**config.mk**
```make
export PLATFORM = sky130hd
export DESIGN_NAME = reg_readback_tx
export DESIGN_NICKNAME = d
export VERILOG_FILES = /design/src/rtl/reg_readback_tx.sv
export SDC_FILE = /design/constraint.sdc
export NUM_CORES = 1
export LEC_CHECK = 0
export CORE_AREA = 3 3 84 102
export DETAILED_ROUTE_END_ITERATION = 8
export DIE_AREA = 0 0 87 105
export GPL_ROUTABILITY_DRIVEN = 0
export GPL_TIMING_DRIVEN = 0
export PLACE_DENSITY = 0.83
export SKIP_LAST_GASP = 1
export SYNTH_ARGS = -nofsm -noshare
export SYNTH_HDL_FRONTEND = slang
export SYNTH_SLANG_ARGS = --single-unit
export TNS_END_PERCENT = 10
```
**constraint.sdc**
```tcl
create_clock -name clk -period 2.9 [get_ports clk]
set_input_delay 0.58 -clock clk [delete_from_list [all_inputs] [get_ports clk]]
set_output_delay 0.58 -clock clk [all_outputs]
set_load 0.02 [all_outputs]
```
**src/rtl/reg_readback_tx.sv**
```systemverilog
// reg_readback_tx: on request, snapshots one 4-register bank from the flattened
// register bus and sends it over a UART line (8N1, LSB first, idle high) as a
// header byte followed by the four register bytes, lowest address first.
//
// Ports:
//   clk       system clock, rising edge
//   rst_n     asynchronous active-low reset
//   reg_data  flattened register array, register k at [8k+7:8k]
//   req       readback request, sampled every clock while idle
//   req_bank  bank to read (registers 4*bank .. 4*bank+3)
//   tx        serial data out, idle 1
//   busy      high from acceptance until the last stop bit completes
//   done      one-cycle pulse on the final clock of the last stop bit
module reg_readback_tx #(
   parameter int unsigned CLKS_PER_BIT = 16,
   parameter logic [3:0]  HDR_TAG      = 4'h5
) (
   input  logic           clk,
   input  logic           rst_n,
   input  logic [127:0]   reg_data,
   input  logic           req,
   input  logic [1:0]     req_bank,
   output logic           tx,
   output logic           busy,
   output logic           done
);

   localparam int unsigned CNT_W     = (CLKS_PER_BIT > 2) ? $clog2(CLKS_PER_BIT) : 1;
   localparam int unsigned LAST_BYTE = 4;

   localparam logic [1:0] S_IDLE  = 2'd0;
   localparam logic [1:0] S_START = 2'd1;
   localparam logic [1:0] S_DATA  = 2'd2;
   localparam logic [1:0] S_STOP  = 2'd3;

   localparam logic [CNT_W-1:0] CNT_RELOAD = CNT_W'(CLKS_PER_BIT - 1);

   logic [1:0]       state,    state_nxt;
   logic [CNT_W-1:0] cnt,      cnt_nxt;
   logic [2:0]       bit_idx,  bit_idx_nxt;
   logic [2:0]       byte_idx, byte_idx_nxt;
   logic [1:0]       bank,     bank_nxt;
   logic [31:0]      snap,     snap_nxt;
   logic             tx_nxt, busy_nxt, done_nxt;

   logic [1:0]       reg_sel;
   logic [7:0]       cur_byte;
   logic             bit_end;

   // Byte currently on the wire: header for index 0, else snapshot register.
   always_comb begin
      reg_sel  = 2'(byte_idx - 3'd1);
      cur_byte = (byte_idx == 3'd0) ? {HDR_TAG, 2'b00, bank}
                                    : snap[{reg_sel, 3'b000} +: 8];
   end

   assign bit_end = (cnt == '0);

   // State register and all registered outputs.
   always_ff @(posedge clk or negedge rst_n) begin
      if (!rst_n) begin
         state    <= S_IDLE;
         cnt      <= '0;
         bit_idx  <= '0;
         byte_idx <= '0;
         bank     <= '0;
         snap     <= '0;
         tx       <= 1'b1;
         busy     <= 1'b0;
         done     <= 1'b0;
      end else begin
         state    <= state_nxt;
         cnt      <= cnt_nxt;
         bit_idx  <= bit_idx_nxt;
         byte_idx <= byte_idx_nxt;
         bank     <= bank_nxt;
         snap     <= snap_nxt;
         tx       <= tx_nxt;
         busy     <= busy_nxt;
         done     <= done_nxt;
      end
   end

   // Next-state and next-output logic.
   always_comb begin
      state_nxt    = state;
      cnt_nxt      = bit_end ? cnt : CNT_W'(cnt - 1'b1);
      bit_idx_nxt  = bit_idx;
      byte_idx_nxt = byte_idx;
      bank_nxt     = bank;
      snap_nxt     = snap;
      tx_nxt       = tx;
      busy_nxt     = busy;
      done_nxt     = 1'b0;

      case (state)
         S_IDLE: begin
            cnt_nxt = '0;
            if (req) begin
               state_nxt    = S_START;
               cnt_nxt      = CNT_RELOAD;
               bit_idx_nxt  = '0;
               byte_idx_nxt = '0;
               bank_nxt     = req_bank;
               snap_nxt     = reg_data[{req_bank, 5'd0} +: 32];
               tx_nxt       = 1'b0;
               busy_nxt     = 1'b1;
            end
         end
         S_START: begin
            if (bit_end) begin
               state_nxt   = S_DATA;
               cnt_nxt     = CNT_RELOAD;
               bit_idx_nxt = '0;
               tx_nxt      = cur_byte[0];
            end
         end
         S_DATA: begin
            if (bit_end) begin
               cnt_nxt = CNT_RELOAD;
               if (bit_idx == 3'd7) begin
                  state_nxt = S_STOP;
                  tx_nxt    = 1'b1;
               end else begin
                  bit_idx_nxt = 3'(bit_idx + 3'd1);
                  tx_nxt      = cur_byte[3'(bit_idx + 3'd1)];
               end
            end
         end
         S_STOP: begin
            // done is registered, so it is raised one cycle ahead of the last stop cycle.
            if (byte_idx == 3'(LAST_BYTE) && cnt == CNT_W'(1))
               done_nxt = 1'b1;
            if (bit_end) begin
               if (byte_idx < 3'(LAST_BYTE)) begin
                  state_nxt    = S_START;
                  cnt_nxt      = CNT_RELOAD;
                  byte_idx_nxt = 3'(byte_idx + 3'd1);
                  tx_nxt       = 1'b0;
               end else begin
                  state_nxt    = S_IDLE;
                  byte_idx_nxt = '0;
                  bit_idx_nxt  = '0;
                  busy_nxt     = 1'b0;
               end
            end
         end
         default: begin
            state_nxt = S_IDLE;
            tx_nxt    = 1'b1;
            busy_nxt  = 1'b0;
         end
      endcase
   end

endmodule

```
== After elaboration in Yosys (flattened, before gate mapping) ==
Cells that the tools add are included.

* Bits in registers: 49
* Output and inout bits: 3
* Word-level logic and storage cells: 82

* Add/subtract/negate cells: 4
* $lt $le $gt $ge: 2
* Eq/ne operators: 14
* Shift operators: 2
* Multiplexer cells: 39
* Reduce and logical (&&, ||, !) cells: 12

{| class="wikitable"
|+ Operators with widths
! operator !! count
|-
| $shiftx 128x8->32 || 1
|-
| $shiftx 32x6->8 || 1
|-
| $mux 3 || 8
|-
| $mux 4 || 5
|-
| $ne 2x2->1 const B || 8
|-
| $mux 1 || 13
|-
| $pmux 3 s4 || 1
|-
| $pmux 4 s3 || 1
|-
| $mux 2 || 5
|-
| $reduce_and 5->1 || 2
|-
| $mux 8 || 1
|-
| $pmux 2 s4 || 1
|-
| $add 3x1->3 const B || 2
|-
| $eq 3x3->1 const B || 2
|-
| $pmux 3 s2 || 1
|-
| $reduce_and 6->1 || 1
|-
| $eq 2x2->1 const B || 2
|-
| $eq 4x1->1 const B || 1
|-
| $logic_not 4->1 || 1
|-
| $lt 3x4->1 const B || 1
|-
| $pmux 1 s4 || 1
|-
| $reduce_and 4->1 || 1
|-
| $sub 4x1->4 const B || 1
|-
| $bmux 1 s3 || 1
|-
| other kinds (11) || 11
|}

== Longest topological paths before layout ==
* Depth after elaboration: 8
* Depth in mapped cells: 10
* Depth with buffers taken out: 7

== Worst setup path after synthesis ==
No wires, ideal clock.

* Path kind: register to register
* Start point: register byte_idx[0]
* End point: register tx
* Setup time: 0.085 ns
* Data arrival time: 1.989 ns
* Required time: 2.815 ns
* Slack: 0.826 ns
* Stages on the path, launching flop included: 11
* Buffers on the path: 3
* Clock period less this slack: 2.074 ns
* Cell sequence: dfrtp_1 buf_6 buf_12 inv_1 ha_1 buf_2 mux4_2 mux2i_1 nand2_1 a221oi_1 o21ai_1

* Word-level cells in the longest chain between the ends: 8

{| class="wikitable"
|+ Ends and longest elaborated chain
! what !! line !! text
|-
| start, declared || 41 || <nowiki>logic [2:0] byte_idx, byte_idx_nxt;</nowiki>
|-
| start signal, assigned || 75 || <nowiki>byte_idx <= byte_idx_nxt;</nowiki>
|-
| $sub 2x1->2 || 52 || <nowiki>reg_sel = 2'(byte_idx - 3'd1);</nowiki>
|-
| $shiftx 32x6->8 || 54 || <nowiki>: snap[{reg_sel, 3'b000} +: 8];</nowiki>
|-
| $mux 8 || 53 || <nowiki>cur_byte = (byte_idx == 3'd0) ? {HDR_TAG, 2'b00, bank}</nowiki>
|-
| $bmux 1 s3 || 126 || <nowiki>tx_nxt = cur_byte[3'(bit_idx + 3'd1)];</nowiki>
|-
| $mux 1 (implied by the code) || 126 ||
|-
| $mux 1 || 121 || <nowiki>if (bit_idx == 3'd7) begin</nowiki>
|-
| $mux 1 || 119 || <nowiki>if (bit_end) begin</nowiki>
|-
| $pmux 1 s4 || 96 || <nowiki>case (state)</nowiki>
|-
| end signal, assigned || 78 || <nowiki>tx <= tx_nxt;</nowiki>
|-
| end, declared || 23 || <nowiki>output logic tx,</nowiki>
|}

Parallel ways exist; a longest one is shown, timed or not. The select of a mux whose other input is x is not followed.
A chain may end at the register's enable or synchronous reset.

== Worst setup path in the final report ==
Ends and elaborated chain as after synthesis.

==> key figures <==
Global routing
  • GRT overflow: 0
  • Initial antenna violation count: 0
  • Vias in the first global route: 3,089
  • Global-route wire length before repair: 14,400 um
  • Overall Global Routing Usage: 20.1%
  • Largest net degree at the start of global routing: 32

Routing
  • DRC: 0
  • Final wirelength: 8700 um
  • Average wire per standard cell: 17.8 um
  • Initial drt markers: 111
  • DR pass1 iterations: 4
  • Via-to-Cell Ratio: 5.64
  • Routed Antenna Nets: 0
  • DR vias: 2,758

Pwr
  • Leakage: 2.05 nW
  • Final total power: 1.49 mW
  • Max VDD drop: 350 uV
  • Power Density: 304 mW/mm2

Synth
  • Syn nets: 399
  • Asr flop ratio synth: 100%
  • #FFs+latches synth: 49
  • Primary FF master, synth: dfrtp_1
  • Sequential area share after synthesis: 36.8%
  • Yosys cell types: 49
  • Syn_area_per_cell: 13.1 um2
  • Synth Instances: 255
  • Yosys warning count: 0
  • Post-Synthesis Cell Area: 0.00333 mm2
  • Number of flops mapped to enable cells by yosys: 0

Hold path
  • Hold crit path type: in2async

Finish
  • Design area: 0.00491 mm2
  • Final std cells w/o fill: 489
  • # diodes: 0
  • Area grow syn2layout: 47.4%
  • Most frequent cells in the layout: 132 x clkdlybuf4s50_1, 48 x dfrtp_1, 38 x mux2_2, 35 x mux4_2, 18 x nand2_1
  • Final nets: 540
  • Share of post-route cells with drive strength above 1: 24.2%
  • Commonest non-fill, non-tap cell in the layout: clkdlybuf4s50_1
  • Layout Utilization: 64.1%

STA
  • Slew Viols, Final: 0
  • Hold Vio Cnt, Final: 0
  • Min Tclk post-route: 2.45 ns
  • Final hold slack: 0.218 ns
  • TNS Setup: 0 ns
  • Fmax: 409 MHz
  • Clk_skew: 0.00756 ns
  • Worst-Margin Slew: 0.588 ns
  • Worst setup margin: 0.452 ns
  • Final count of negative-setup-slack endpoints: 0
  • Slew margin rel.: 59.8%
  • Final period utilization: 84.4%
  • RSZ-0062 raised after global routing: false

Placement
  • # port buffers: 133
  • Placed cells: 481
  • Worst slack, placed: 0.424 ns
  • Placed cell areas: 0.00479 mm2
  • Final HPWL DP: 7300 um

Setup path
  • Crit path buffers/inverters: 4
  • CP delay by family, top: buffers and inverters
  • CP Max Fanout: 10
  • WP data required: 3.13 ns
  • Worst EP arrival: 2.67 ns
  • Critical path cell sequence: buf_6 > buf_12 > inv_1 > ha_1 > buf_2 > mux4_2 > mux2i_1 > nand2_1 > a221oi_1 > o21ai_1
  • Kind of critical path: reg2reg
  • Critical-path top delay cell: dfrtp_1
  • CP Launch Type: flip-flop
  • Max incr delay on CP: 0.38 ns
  • Worst setup EP type: flip-flop

Clock tree
  • Reg clk slew, reported paths: 0.09 ns
  • H-Tree Depth: 2
  • Deepest clock path buffer count: 2
  • Worst-Skew Late Latency: 0.30 ns
  • Root Driver: clkbuf_8
  • Post-CTS Setup Inserts: 0
  • CTS sink count: 49
  • CTS tree: done
  • Gates resized, CTS repair: 0
  • Hold_buf cts: 0
  • Total CTS buffers: 5

Floorplan
  • IO Pins: 136
  • Core Area: 0.00766 mm2
  • Die area: 0.00914 mm2
  • Die extent in y: 105 um
  • DIE WIDTH: 87 um
  • Initial core utilization: 43.5%
  • Cell row count: 35

Status
  • Status: finished, final reports clean

Job
  • Max cap viols: 0
## state kept, by name, indices dropped and copies added, names as in the netlist
register,count
state,2
bit_idx,3
tx,1
busy,1
done,1
byte_idx,3
cnt,4
bank,2
snap,32
## worst paths after layout
path | from | endpoint | slack, ns | cells after the start
min | rst_n | state[1]$_DFFE_PN0P_ | 0.22 | 1
min in group clk | snap[30]$_DFFE_PN0P_ | snap[30]$_DFFE_PN0P_ | 0.51 | 1
min reg2reg | snap[30]$_DFFE_PN0P_ | snap[30]$_DFFE_PN0P_ | 0.51 | 1
max in group asynchronous | rst_n | tx$_DFFE_PN1P_ | 2.10 | 2
max | byte_idx[0]$_DFFE_PN0P_ | tx$_DFFE_PN1P_ | 0.45 | 10
max reg2reg | byte_idx[0]$_DFFE_PN0P_ | tx$_DFFE_PN1P_ | 0.45 | 10
## cells in the mapped netlist, types with 2 or more instances
cell type / count / area (um2)
dfrtp_1: 48 / 1200
nor2_1: 11 / 41.3
nand2b_1: 3 / 18.8
clkbuf_1: 8 / 30.0
mux4_1: 2 / 52.6
a22o_1: 3 / 26.3
a21oi_1: 6 / 30.0
buf_2: 8 / 40.0
nand2_1: 18 / 67.6
mux4_2: 35 / 788
o21ai_1: 4 / 20.0
ha_1: 11 / 138
nand3b_1: 2 / 15.0
o221ai_1: 2 / 17.5
mux2i_1: 5 / 50.1
inv_1: 8 / 30.0
nor2b_1: 3 / 18.8
or3_1: 2 / 12.5
mux2_2: 38 / 428
o21ai_0: 5 / 25.0
a31oi_1: 2 / 12.5
nor3b_1: 2 / 15.0
nand3_1: 3 / 15.0
## where the power goes
part,internal (mW),switching (mW),leakage [nW]
clock,0.281,0.229,0.0574
sequential,0.683,0,0.651
combinational,0.226,0.0772,1.34
## cell families (layout without fill, tap and decap cells)
| kind of cell | after synthesis | after routing | share of synthesized area (%) |
|---|---|---|---|
| flip-flops | 49 | 49 | 36.8 |
| buffers and inverters | 28 | 170 | 4.28 |
| adder cells (fa/ha/maj) | 11 | 11 | 4.13 |
| AO/OA/AOI/OAI | 37 | 37 | 7.73 |
| AND/OR/NAND/NOR | 50 | 50 | 7.47 |
| multiplexers | 80 | 80 | 39.6 |
## final cells by class
cell class	count	area, um2
timing repair buffer	134	1350
inverter	8	30.0
clock inverter	2	37.5
buffer	20	113
sequential	49	1230
tap	92	115
clock buffer	6	82.6
multi-input combinational	178	1960
fill	581	2750
## worst register-to-register path: cells and delay by family (launching register included)
family                   cells  cell delay (ns)
AO/OA/AOI/OAI                2             0.42
adder cells (fa/ha/maj)      1             0.35
buffers and inverters        4             0.59
flip-flops                   1             0.38
multiplexers                 2             0.55
AND/OR/NAND/NOR              1             0.08
## per-layer routing
metal	GRT usage [%]	routed length (um)	vias to the layer above
met1	21.3	2990	1354
met3	4.26	510	19
met2	37.9	4950	117
li1	-	-	1268
met4	7.35	249	0
met5	0	0	-
(Power assumes the default switching activity.)
